===== src/rtl/trap_ctrl.sv =====
// ---------------------------------------------------------------------------
// trap_ctrl
//
// Sequences supervisor trap entry and SRET return. In IDLE it picks one
// request (exception > SRET > interrupt). It then drains the pipeline
// (FLUSH), issues a one-shot CSR write (WRITE), and hands the new PC to
// fetch (REDIRECT).
//
// Parameters
//   DRAIN_TIMEOUT : FLUSH cycles allowed before a forced advance (>= 2)
//   VEC_EN        : allow vectored interrupt targets when stvec[1:0] == 01
//
// Ports
//   clk, rst                      clock, synchronous active-high reset
//   exc_valid/cause/tval/pc       synchronous exception (held until accept)
//   irq_pending[2:0]              {SEI, STI, SSI}
//   boundary, next_pc             instruction boundary and resume PC
//   sret_req                      SRET retiring (held until accept)
//   csr_stvec_q, csr_sepc_q       current stvec / sepc
//   sie_q, spie_q                 current sstatus.SIE / SPIE
//   pipe_drained                  pipeline empty
//   redirect_ready                fetch accepts redirect
//   accept                        pulse: request captured this cycle
//   flush                         kill/drain pipeline (FLUSH and WRITE)
//   trap_we / ret_we              one-cycle CSR write strobes
//   sepc_d, scause_d, stval_d,
//   sie_d, spie_d                 CSR write data (hold when no strobe)
//   redirect_valid, redirect_pc   redirect request to fetch
//   busy                          state != IDLE
//   drain_timeout                 pulse: FLUSH left on timeout
//
// Redirect handshake: redirect_valid is high for the whole REDIRECT state
// and redirect_pc is stable while it is high. The transfer happens on the
// clock edge where redirect_valid & redirect_ready are both high. On the
// next cycle the block is back in IDLE with redirect_valid low. Reset drops
// any redirect that has not yet been transferred.
// ---------------------------------------------------------------------------
module trap_ctrl #(
   parameter int DRAIN_TIMEOUT = 16,
   parameter bit VEC_EN        = 1'b1
) (
   input  logic        clk,
   input  logic        rst,
   input  logic        exc_valid,
   input  logic [4:0]  exc_cause,
   input  logic [31:0] exc_tval,
   input  logic [31:0] exc_pc,
   input  logic [2:0]  irq_pending,
   input  logic        boundary,
   input  logic [31:0] next_pc,
   input  logic        sret_req,
   input  logic [31:0] csr_stvec_q,
   input  logic [31:0] csr_sepc_q,
   input  logic        sie_q,
   input  logic        spie_q,
   input  logic        pipe_drained,
   input  logic        redirect_ready,
   output logic        accept,
   output logic        flush,
   output logic        trap_we,
   output logic        ret_we,
   output logic [31:0] sepc_d,
   output logic [31:0] scause_d,
   output logic [31:0] stval_d,
   output logic        sie_d,
   output logic        spie_d,
   output logic        redirect_valid,
   output logic [31:0] redirect_pc,
   output logic        busy,
   output logic        drain_timeout
);

   typedef enum logic [1:0] {
      S_IDLE     = 2'd0,
      S_FLUSH    = 2'd1,
      S_WRITE    = 2'd2,
      S_REDIRECT = 2'd3
   } state_t;

   typedef enum logic {
      K_TRAP = 1'b0,
      K_RET  = 1'b1
   } kind_t;

   localparam int             CW      = $clog2(DRAIN_TIMEOUT);
   localparam logic [CW-1:0]  CNT_MAX = CW'(DRAIN_TIMEOUT - 1);

   state_t        state_q, state_d;
   kind_t         kind_q;
   logic [CW-1:0] cnt_q;

   // Captured at accept.
   logic [31:0]   cap_sepc_q;
   logic [31:0]   cap_cause_q;   // bit 31 = interrupt, [4:0] = code
   logic [31:0]   cap_tval_q;
   logic [31:0]   cap_ret_pc_q;  // csr_sepc_q sampled when SRET is taken

   // Last values written, so the data outputs hold between strobes.
   logic [31:0]   sepc_h_q, scause_h_q, stval_h_q;
   logic          sie_h_q, spie_h_q;
   logic [31:0]   redirect_pc_q;

   // ---------------- request selection ----------------
   logic       irq_take;
   logic [4:0] irq_code;
   logic       take;
   logic       drain_done;

   assign irq_take = boundary & sie_q & (|irq_pending);

   // Interrupt priority: SEI > SSI > STI.
   always_comb begin
      irq_code = 5'd0;
      if (irq_pending[2])      irq_code = 5'd9;
      else if (irq_pending[0]) irq_code = 5'd1;
      else if (irq_pending[1]) irq_code = 5'd5;
   end

   // Requests are only looked at in IDLE; sources hold them while busy.
   assign take       = (state_q == S_IDLE) & ~rst & (exc_valid | sret_req | irq_take);
   assign drain_done = pipe_drained | (cnt_q == CNT_MAX);

   // ---------------- FSM ----------------
   always_ff @(posedge clk) begin
      if (rst) state_q <= S_IDLE;
      else     state_q <= state_d;
   end

   always_comb begin
      state_d = state_q;
      case (state_q)
         S_IDLE:     if (take) state_d = S_FLUSH;
         S_FLUSH:    if (drain_done) state_d = S_WRITE;
         S_WRITE:    state_d = S_REDIRECT;
         S_REDIRECT: if (redirect_ready) state_d = S_IDLE;
         default:    state_d = S_IDLE;
      endcase
   end

   // ---------------- capture and drain counter ----------------
   always_ff @(posedge clk) begin
      if (rst) begin
         kind_q       <= K_TRAP;
         cap_sepc_q   <= '0;
         cap_cause_q  <= '0;
         cap_tval_q   <= '0;
         cap_ret_pc_q <= '0;
      end else if (take) begin
         if (exc_valid) begin
            kind_q      <= K_TRAP;
            cap_sepc_q  <= exc_pc;
            cap_cause_q <= {1'b0, 26'b0, exc_cause};
            cap_tval_q  <= exc_tval;
         end else if (sret_req) begin
            kind_q       <= K_RET;
            cap_ret_pc_q <= csr_sepc_q;
         end else begin
            kind_q      <= K_TRAP;
            cap_sepc_q  <= next_pc;
            cap_cause_q <= {1'b1, 26'b0, irq_code};
            cap_tval_q  <= '0;
         end
      end
   end

   always_ff @(posedge clk) begin
      if (rst)                    cnt_q <= '0;
      else if (take)              cnt_q <= '0;
      else if (state_q == S_FLUSH) cnt_q <= cnt_q + 1'b1;
   end

   // ---------------- target computation ----------------
   logic [31:0] trap_base;
   logic [31:0] vec_off;
   logic [31:0] target;

   assign trap_base = {csr_stvec_q[31:2], 2'b00};
   assign vec_off   = {25'b0, cap_cause_q[4:0], 2'b00};

   always_comb begin
      target = trap_base;
      if (kind_q == K_RET)
         target = {cap_ret_pc_q[31:1], 1'b0};
      else if (VEC_EN && (csr_stvec_q[1:0] == 2'b01) && cap_cause_q[31])
         target = trap_base + vec_off;   // 32-bit wrap is intended
   end

   always_ff @(posedge clk) begin
      if (rst)                     redirect_pc_q <= '0;
      else if (state_q == S_WRITE) redirect_pc_q <= target;
   end

   // ---------------- CSR write strobes and data ----------------
   logic write_trap, write_ret;
   logic sie_new, spie_new;

   assign write_trap = (state_q == S_WRITE) & (kind_q == K_TRAP);
   assign write_ret  = (state_q == S_WRITE) & (kind_q == K_RET);
   assign sie_new    = (kind_q == K_TRAP) ? 1'b0  : spie_q;
   assign spie_new   = (kind_q == K_TRAP) ? sie_q : 1'b1;

   always_ff @(posedge clk) begin
      if (rst) begin
         sepc_h_q   <= '0;
         scause_h_q <= '0;
         stval_h_q  <= '0;
         sie_h_q    <= 1'b0;
         spie_h_q   <= 1'b0;
      end else begin
         if (write_trap) begin
            sepc_h_q   <= cap_sepc_q;
            scause_h_q <= cap_cause_q;
            stval_h_q  <= cap_tval_q;
         end
         if (write_trap | write_ret) begin
            sie_h_q  <= sie_new;
            spie_h_q <= spie_new;
         end
      end
   end

   // ---------------- outputs ----------------
   assign accept         = take;
   assign flush          = (state_q == S_FLUSH) | (state_q == S_WRITE);
   assign trap_we        = write_trap;
   assign ret_we         = write_ret;
   assign sepc_d         = write_trap ? cap_sepc_q  : sepc_h_q;
   assign scause_d       = write_trap ? cap_cause_q : scause_h_q;
   assign stval_d        = write_trap ? cap_tval_q  : stval_h_q;
   assign sie_d          = (write_trap | write_ret) ? sie_new  : sie_h_q;
   assign spie_d         = (write_trap | write_ret) ? spie_new : spie_h_q;
   assign redirect_valid = (state_q == S_REDIRECT);
   assign redirect_pc    = redirect_pc_q;
   assign busy           = (state_q != S_IDLE);
   // No pulse when the pipe drains on the same cycle the count runs out.
   assign drain_timeout  = (state_q == S_FLUSH) & (cnt_q == CNT_MAX) & ~pipe_drained;

endmodule


===== config.mk =====
export PLATFORM = sky130hd
export DESIGN_NAME = trap_ctrl
export DESIGN_NICKNAME = d
export VERILOG_FILES = /design/src/rtl/trap_ctrl.sv
export SDC_FILE = /design/constraint.sdc
export NUM_CORES = 1
export LEC_CHECK = 0
export BUFFER_PORTS_ARGS = -buffer_cell sky130_fd_sc_hd__buf_2
export CELL_PAD_IN_SITES_DETAIL_PLACEMENT = 1
export CELL_PAD_IN_SITES_GLOBAL_PLACEMENT = 1
export CORE_ASPECT_RATIO = 1.1
export CORE_UTILIZATION = 40
export CTS_CLUSTER_SIZE = 16
export DETAILED_ROUTE_END_ITERATION = 8
export PLACE_DENSITY = 0.95
export SYNTH_ARGS = -nofsm -noshare
export SYNTH_HDL_FRONTEND = slang
export SYNTH_SLANG_ARGS = --single-unit

===== constraint.sdc =====
create_clock -name clk -period 6.3 [get_ports clk]
set_input_delay 0.63 -clock clk [delete_from_list [all_inputs] [get_ports clk]]
set_output_delay 0.63 -clock clk [all_outputs]
set_load 0.01 [all_outputs]

Yosys cells after proc, flatten, opt, wreduce, memory -nomap -nowiden
Cells that the tools add are included.
- bits in latches: 0
- output and inout port bits: 137
- bits in read-only memories: 0
- register bits after elaboration: 265
- input port bits: 177
- word-level logic and storage cells: 73
- memory bits (writable): 0
- memories kept: 0
- equal/unequal tests: 9
- bitwise gates (word level): 17
- $lt $le $gt $ge: 0
- div/mod/pow operators: 0
- multiplexer cells: 24
- multipliers: 0
- shifts and indexed selects: 0
- reduce and logical (&&, ||, !) cells: 8
- $add $sub $neg: 2
- operator list (operator ; number):
    $mux 32 ; 11
    $add 32x7->32 ; 1
    $mux 5 ; 2
    $and 1x1->1 ; 8
    $ne 2x2->1 const B ; 4
    $pmux 2 s4 ; 1
    $mux 1 ; 6
    $mux 2 ; 3
    $reduce_and 3->1 ; 2
    $or 1x1->1 ; 5
    $add 4x1->4 const B ; 1
    $eq 2x1->1 const B ; 2
    $eq 2x2->1 const B ; 2
    $eq 4x4->1 const B ; 1
    $not 1->1 ; 4
    $mux 3 ; 1
    $reduce_or 3->1 ; 1
    $logic_not 2->1 ; 1
    $reduce_and 2->1 ; 1
    $reduce_bool 2->1 ; 1
    $reduce_or 2->1 ; 1
    $logic_and 1x1->1 ; 1

Longest topological paths before layout
Gate-level depths: netlist (run 1).
- depth in word-level cells: 6
- gate-level depth with buffers: 11
- depth with buffers taken out: 8

Worst setup path before layout (run 1)
Ideal clock, no wire load.
- path type: input port to flip-flop
- start: input csr_stvec_q[2]
- end: register redirect_pc_q[10], in the netlist redirect_pc[10]
- required time: 6.166 ns
- stages on the path: 8
- library setup time: 0.134 ns
- arrival: 2.311 ns
- buffers on the path: 1
- setup slack: 3.855 ns
- cell sequence: ha_1 > fa_1 > a211o_1 > a21oi_1 > clkbuf_1 > nor3_1 > xnor2_1 > o22ai_1
- longest elaborated chain between the ends: 3
- RTL lines (item ; RTL line ; text):
    start: declaration ; 52 ; input logic [31:0] csr_stvec_q,
    $add 32x7->32 ; 185 ; target = trap_base + vec_off;
    $mux 32 ; 184 ; else if (VEC_EN && (csr_stvec_q[1:0] == 2'b01) && cap_cause_q[31])
    $mux 32 ; 182 ; if (kind_q == K_RET)
    end signal: assignment ; 190 ; else if (state_q == S_WRITE) redirect_pc_q <= target;
    end: declaration ; 101 ; logic [31:0] redirect_pc_q;
Every way passes these cells.
A chain may end at the register's enable or synchronous reset.

Worst setup path in the final report (run 1)
- start: register state_q[0]
- end: output sepc_d[14]
- longest elaborated chain between the ends: 3
- RTL lines (item ; RTL line ; text):
    start: declaration ; 88 ; state_t state_q, state_d;
    start signal: assignment ; 126 ; else state_q <= state_d;
    $eq 2x2->1 ; 197 ; assign write_trap = (state_q == S_WRITE) & (kind_q == K_TRAP);
    $and 1x1->1 ; 197 ;
    $mux 32 ; - ;
    end: declaration ; 62 ; output logic [31:0] sepc_d,
Every way passes these cells.

==> metrics.cfg, run 1 <==
[route]
postRouteWirelength_mm = 33.45
detailroute.via_count = 9885
detail_route.first_pass.iterations = 6
routed_via_density = 5.486
wirelength_per_cell_um = 18.56
initialDrtViolationCount = 482
post-route-drc-count = 20
final_antenna_net_count = 0

[cts]
path_clk_slew_ns = 0.06
cts_buffer_depth = 3
clkSinkCount = 237
cts.repair_timing.setup_buffer_count = 0
cts_root_buffer = sky130_fd_sc_hd__clkbuf_16
ctsHtreeMaxLevel = 1
cts_hold_buffers = 0
cts_tree = built
cts_resized = 0
clkLatencyLatePin_ns = 0.53
cts_inserted_buffers = 26

[outcome]
run_status = complete, but fails checks
violated_checks = design-rule violations

[floorplan]
design.die.area_mm2 = 0.02555
ioPinCount = 314
row_count = 60
floorplan.initialDensity_pct = 40.73
floorplan.die.width_um = 152.5
die-height_um = 167.6
placeableCoreArea_mm2 = 0.02447

[pwr]
vdd.ir_drop.worst_v = 0.0002097
total_leakage_power_nw = 5.831
power.density_cell_area_mw_per_mm2 = 350.2

[grt]
first_global_vias = 10220
global_route_wire_length_before_repair_mm = 53.00
grt_start_max_net_pins = 98
overflow = 0
grt.total_usage_pct = 25.49
antenna_found_initial = 5

[placed_design]
gp_routability_congestion = 0.8346
hpwl_reported_at_the_end_of_detailed_placement_mm = 22.68
numPortBuffers = 311

[yosys]
synthDistinctLibCells = 59
synth.yosys.seq_area_share_pct = 47.60
synth-edff-count = 0
synthSimpleGateAreaFrac_pct = 23.61
yosys_most_used_dff = sky130_fd_sc_hd__dfxtp_1
synth_adder_area_share_pct = 1.707
synth_compound_gate_area_share_pct = 16.87
yosys_warnings = 0
asyncSetResetFlopFracSynth_pct = 0
synthesis.area_per_instance_um2 = 8.230
synth.net_count = 1401
postSynthRegisterBits = 237
syn_area_mm2 = 0.009967
yosys.area_share.xor_xnor_pct = 1.142
synth_top_family_by_area = simple AND/OR/NAND/NOR gates
syn_inst = 1211
share_of_synthesized_area_spent_on_multiplexers_pct = 4.720

[job]
max_cap_violations = 0

[sta]
timing.fmax_mhz = 237.9
maxSlewHeadroom_pct = 29.20
tightest_slew_ns = 1.062
setup_violations = 0
slew_viol_final = 0
fin_tns_setup_ns = 0
post-route-min-period_ns = 4.204
period_share_pct = 66.73
hold_violations = 0
grt_setup_unrepaired = no
fin_clk_skew_ns = 0.02318

[setup_path]
reg2reg_setup_slack_ns = 3.10
timing.critical_path.from_type = register
regToRegStartpoint = state_q[0]
ff2ff_path_depth = 9
cp_data_required_time_ns = 5.67
timing_worst_setup_path_type = reg2out
critPathLaunch = state_q[0]
crit-reg2reg-capture = redirect_pc[31]
crit_end_category = output port
crit_fanout = 68
timing.critical_path.to = sepc_d[14]
data_arrival_time_of_the_worst_path_ns = 3.57

[finish]
syn_to_final_growth_pct = 25.16
final_layout_size_suffix_gt1_share_pct = 25.15
design.final.nets = 1659
postLayoutCoreUtil_pct = 50.97

[min_path]
worstHoldPathCells = 3
hp-class = in2reg

[per-stage QoR]
| step | hold slack [ns] | instance area, um2 | cells | total power (W) | setup WS (ns) |
|---|---|---|---|---|---|
| floorplan | 0.4286 | 9967 | 1211 | 0.002498 | 3.855 |
| global placement | 0.4412 | 11650 | 1751 | 0.002870 | 2.755 |
| detailed placement | 0.4536 | 11650 | 1751 | 0.002927 | 2.675 |
| CTS | 0.2745 | 12460 | 1797 | 0.004406 | 2.046 |
| global route | 0.2891 | 12470 | 1802 | 0.004586 | 1.802 |
| finish | 0.2914 | 12470 | 1802 | 0.004368 | 2.096 |
[state kept, by name (all words and copies together), names as in the netlist, 2 cells and up]
register      cells
state_q           2
stval_h_q        32
cap_tval_q       32
redirect_pc      31
cap_cause_q       6
sepc_h_q         32
scause_h_q       32
cap_sepc_q       32
cap_ret_pc_q     31
cnt_q             4
[layout make-up]
type                       instances  area [um2]
antenna                            5       12.51
clock buffer                      39       750.7
clock inverter                     7       62.56
fill                            2993       12000
inverter                          14       52.55
multi-input combinational        867        4811
sequential                       237        4745
tap                              310       387.9
timing repair buffer             323        1653
[kinds of logic (layout without fill, tap and decap cells)]
family / Yosys count / in the layout
other: 1 / 6
muxes: 47 / 47
buffers and inverters: 107 / 383
AOI/OAI and AO/OA: 267 / 267
DFF: 237 / 237
xor gates and xnor gates: 13 / 13
and+or+nand+nor: 526 / 526
adders and majority gates: 13 / 13
[worst min path at each step]
stage	startpoint	endpoint
3_5_place_dp	cap_ret_pc_q[8]	cap_ret_pc_q[8]
2_1_floorplan	cap_ret_pc_q[29]	cap_ret_pc_q[29]
5_1_grt	csr_sepc_q[22]	cap_ret_pc_q[22]
3_3_place_gp	cap_ret_pc_q[29]	cap_ret_pc_q[29]
6_report	csr_sepc_q[22]	cap_ret_pc_q[22]
4_1_cts	csr_sepc_q[22]	cap_ret_pc_q[22]
[Yosys cell counts, types with 3 or more instances]
cell type / number / area share (%)
sky130_fd_sc_hd__a211oi_1: 40 / 3.0
sky130_fd_sc_hd__a21oi_1: 89 / 4.5
sky130_fd_sc_hd__a22oi_1: 52 / 3.9
sky130_fd_sc_hd__and2_1: 29 / 1.8
sky130_fd_sc_hd__and3_1: 38 / 2.4
sky130_fd_sc_hd__and4_1: 5 / 0.44
sky130_fd_sc_hd__buf_1: 8 / 0.30
sky130_fd_sc_hd__buf_2: 13 / 0.65
sky130_fd_sc_hd__buf_4: 3 / 0.23
sky130_fd_sc_hd__clkbuf_1: 69 / 2.6
sky130_fd_sc_hd__dfxtp_1: 237 / 48
sky130_fd_sc_hd__ha_1: 12 / 1.5
sky130_fd_sc_hd__inv_1: 11 / 0.41
sky130_fd_sc_hd__mux2i_1: 47 / 4.7
sky130_fd_sc_hd__nand2_1: 296 / 11
sky130_fd_sc_hd__nand3_1: 16 / 0.80
sky130_fd_sc_hd__nand4_1: 8 / 0.50
sky130_fd_sc_hd__nor2_1: 92 / 3.5
sky130_fd_sc_hd__nor3_1: 12 / 0.60
sky130_fd_sc_hd__nor4_1: 13 / 0.82
sky130_fd_sc_hd__o21ai_0: 50 / 2.5
sky130_fd_sc_hd__o22ai_1: 7 / 0.44
sky130_fd_sc_hd__o31a_1: 5 / 0.44
sky130_fd_sc_hd__o31ai_1: 3 / 0.23
sky130_fd_sc_hd__or3_1: 3 / 0.19
sky130_fd_sc_hd__xnor2_1: 11 / 0.97
[where the power goes]
group / switching [W] / total [W] / internal, W
logic: 0.000749 / 0.00111 / 0.000360
clock network: 0.000608 / 0.00147 / 0.000859
registers: 0.000110 / 0.00179 / 0.00168
total: 0.00147 / 0.00437 / 0.00290
[worst max-delay path: stages, from the launching register on]
cell and delay (ns):
sky130_fd_sc_hd__dfxtp_1 0.33, sky130_fd_sc_hd__inv_1 0.16, sky130_fd_sc_hd__ha_1 0.17, sky130_fd_sc_hd__buf_4 0.25
sky130_fd_sc_hd__nand2b_4 0.37, sky130_fd_sc_hd__inv_2 0.61, sky130_fd_sc_hd__buf_4 0.65, sky130_fd_sc_hd__nand2_1 0.21
sky130_fd_sc_hd__nand2_1 0.11, sky130_fd_sc_hd__buf_2 0.15
[cell usage in the layout, fill, tap and decap left out, drive strengths merged, types with 3 or more instances in the layout]
master,n
buf,323
nand2,296
dfxtp,237
nor2,92
a21oi,89
a22oi,52
o21ai,52
mux2i,47
a211oi,40
clkbuf,39
and3,38
and2,29
nand3,16
nor4,14
inv,13
nor3,12
ha,12
xnor2,11
nand4,9
o22ai,7
and4,6
clkinv,6
diode,5
o31a,5
o31ai,3
or3,3
o21a,3
nor4b,3
[per-layer routing]
layer / global-route usage, % / up-vias / wire, um
li1: - / 4707 / -
met1: 29.04 / 4734 / 13360
met4: 13.57 / 0 / 1694
met5: 0 / - / 0
met3: 5.538 / 112 / 2232
met2: 44.66 / 332 / 16170
Power figures use the tool's default switching activity.
==> run 2, diff against run 1 <==
ABC_AREA = 1   (was default)
CORE_UTILIZATION = 36   (was 40)
PLACE_DENSITY = 0.9   (was 0.95)
clock period = 4 ns   (was 6.3 ns; I/O delays follow)
==> run 2 against run 1 <==
Against the previous run: the flow now finishes without violations; die area up 17%; wire length up 8.8%; first-iteration DRC count up 2.3%; cell count up 17%; sequential cell count unchanged; clock skew down 0.012 ns; cell area up 5.4%; sequential share of layout area down 2.0 points; combinational power rose to 3.1 times the previous value; largest power group is now combinational cells.
==> metrics.cfg, run 2 <==
[outcome]
run_status = finished clean

[floorplan]
placeableCoreArea_mm2 = 0.02863
ioPinCount = 314
die-height_um = 181.0
floorplan.initialDensity_pct = 36.63
row_count = 65
floorplan.die.width_um = 164.7
design.die.area_mm2 = 0.02982

[cts]
cts_root_buffer = sky130_fd_sc_hd__clkbuf_16
cts_hold_buffers = 0
cts_resized = 0
ctsHtreeMaxLevel = 1
cts_inserted_buffers = 25
cts.repair_timing.setup_buffer_count = 0
path_clk_slew_ns = 0.06
clkLatencyLatePin_ns = 0.53
cts_tree = built
cts_buffer_depth = 3
clkSinkCount = 237

[finish]
final_layout_size_suffix_gt1_share_pct = 26.02
final_cells = 2110
layout.cells.most_common_list = sky130_fd_sc_hd__buf_2 (310), sky130_fd_sc_hd__nand2_1 (248), sky130_fd_sc_hd__dfxtp_1 (237)
final_common_cell = sky130_fd_sc_hd__buf_2
stdcell_area_mm2 = 0.01315
syn_to_final_growth_pct = 25.42
layout.filler_cells = 3739
layout.area.seq_mm2 = 0.004745
footprint_of_the_multi_input_gates_mm2 = 0.004687
design.final.nets = 1894

[route]
post-route-drc-count = 0
detailroute.via_count = 10740
initialDrtViolationCount = 493
wirelength_per_cell_um = 17.24
routed_via_density = 5.092
postRouteWirelength_mm = 36.38
route.layer.met1.wl_mm = 14.60
dr.max_layer_used = met4
final_antenna_net_count = 0
met2RoutedLength_mm = 17.79
detail_route.first_pass.iterations = 5
met3_wirelength_mm = 1.999

[sta]
timing.fmax_mhz = 291.7
setup_violations = 0
hold_violations = 0
slew_viol_final = 0
finalWorstSetupSlack_ns = 0.5713
post-route-min-period_ns = 3.429
fin_tns_setup_ns = 0
period_share_pct = 85.72
post_route_hold_slack_ns = 0.07658
tightest_slew_ns = 1.069
grt_setup_unrepaired = no
fin_clk_skew_ns = 0.01140
maxSlewHeadroom_pct = 28.71

[setup_path]
timing_worst_setup_path_type = reg2out
data_arrival_time_of_the_worst_path_ns = 3.03
timing.critical_path.from_type = register
crit_end_category = output port
ff2ff_path_depth = 8
cp_data_required_time_ns = 3.60
crit_fanout = 81

[placed_design]
post-place-ws_ns = 1.138
dpl-instance-area_mm2 = 0.01224
dpl.cell_count = 2045
gp_routability_congestion = 0.9006
numPortBuffers = 311
hpwl_reported_at_the_end_of_detailed_placement_mm = 25.02

[grt]
global_route_wire_length_before_repair_mm = 57.39
antenna_found_initial = 19
grt_start_max_net_pins = 92
grt.total_usage_pct = 23.99
overflow = 0
first_global_vias = 11090

[yosys]
asyncSetResetFlopFracSynth_pct = 0
syn_inst = 1440
yosys_most_used_dff = sky130_fd_sc_hd__dfxtp_1
postSynthRegisterBits = 237
yosys_warnings = 0
syn_area_mm2 = 0.01049
synthDistinctLibCells = 40
netlist_top_cells_area = sky130_fd_sc_hd__dfxtp_1 (45%), sky130_fd_sc_hd__nand2_1 (8.9%), sky130_fd_sc_hd__inv_1 (6.4%)
yosys.cell_count.top_type = sky130_fd_sc_hd__nand2_1
synth.yosys.seq_area_share_pct = 45.24
synthesis.area_per_instance_um2 = 7.283
yosys-top-cells-count = sky130_fd_sc_hd__nand2_1 (248), sky130_fd_sc_hd__dfxtp_1 (237), sky130_fd_sc_hd__inv_1 (178), sky130_fd_sc_hd__nor2_1 (149), sky130_fd_sc_hd__o21ai_0 (128)
post-synth-top-area-fraction_pct = 45.24
synth.net_count = 1630
cell_type_with_the_largest_total_area_after_synthesis = sky130_fd_sc_hd__dfxtp_1
synth-edff-count = 0

[pwr]
total_leakage_power_nw = 6.756
power.density_cell_area_mw_per_mm2 = 667.6
vdd.ir_drop.worst_v = 0.0003664

[min_path]
hp-class = in2reg
worstHoldPathCells = 3

[job]
max_cap_violations = 0

==> run 2: cell count changes after synthesis, moves of 51 or more <==
| cell | delta |
|---|---|
| sky130_fd_sc_hd__inv_1 | +167 |
| sky130_fd_sc_hd__nand3_1 | +98 |
| sky130_fd_sc_hd__o21ai_0 | +78 |
| sky130_fd_sc_hd__or2_2 | +71 |
| sky130_fd_sc_hd__nor2_1 | +57 |
| sky130_fd_sc_hd__a22oi_1 | -51 |
==> run 2: final timing paths <==
check,end,slack (ns),startpoint
max,sepc_d[25],0.57,state_q[0]
min reg2reg,scause_h_q[20],0.45,scause_h_q[20]
max reg2reg,sepc_h_q[25],1.49,state_q[0]
min,cap_ret_pc_q[6],0.08,csr_sepc_q[6]
==> run 2: critical path: stages, from the launching register on <==
cell and delay, ns:
sky130_fd_sc_hd__dfxtp_1 0.33, sky130_fd_sc_hd__inv_1 0.15, sky130_fd_sc_hd__ha_1 0.21, sky130_fd_sc_hd__inv_1 0.09, sky130_fd_sc_hd__nor2_4 0.58, sky130_fd_sc_hd__inv_2 0.04
sky130_fd_sc_hd__buf_4 0.38, sky130_fd_sc_hd__o21ai_0 0.42, sky130_fd_sc_hd__inv_1 0.09, sky130_fd_sc_hd__buf_2 0.15
==> run 2: cell type report <==
type / instances / share of cell area (%)
multi-input cells: 934 / 35.63
diodes: 20 / 0.3805
clock inverters: 6 / 0.7229
repair buffers: 323 / 12.63
flip-flops and latches: 237 / 36.07
clock buffers: 39 / 5.840
inverters: 183 / 5.222
well taps: 368 / 3.500
==> run 2: routing by layer <==
layer	up-vias	GRT usage, %
met4	0	12.81
met5	-	0
met2	353	41.13
met3	109	3.857
met1	5135	28.34
li1	5147	-
==> run 2: logic make-up after synthesis <==
family	share of synthesized area (%)
and+or+nand+nor	27.48
xor gates and xnor gates	0.5846
adders and majority gates	1.622
AOI/OAI and AO/OA	14.97
buffers and inverters	10.07
other	0.03576
DFF	45.24
==> run 2: power by group <==
part | internal (W) | leakage [nW] | switching, W
logic | 0.00126 | 4.40 | 0.00214
clock network | 0.00145 | 0.429 | 0.000966
registers | 0.00279 | 1.93 | 0.000171
total | 0.00550 | 6.76 | 0.00328
==> run 2: stage by stage <==
step	total power [W]	utilization (%)
final	0.008781	45.95
after global routing	0.009312	45.92
after CTS	0.008841	45.77
after detailed placement	0.006346	42.76
after global placement	0.006198	42.76
after floorplan	0.005061	-
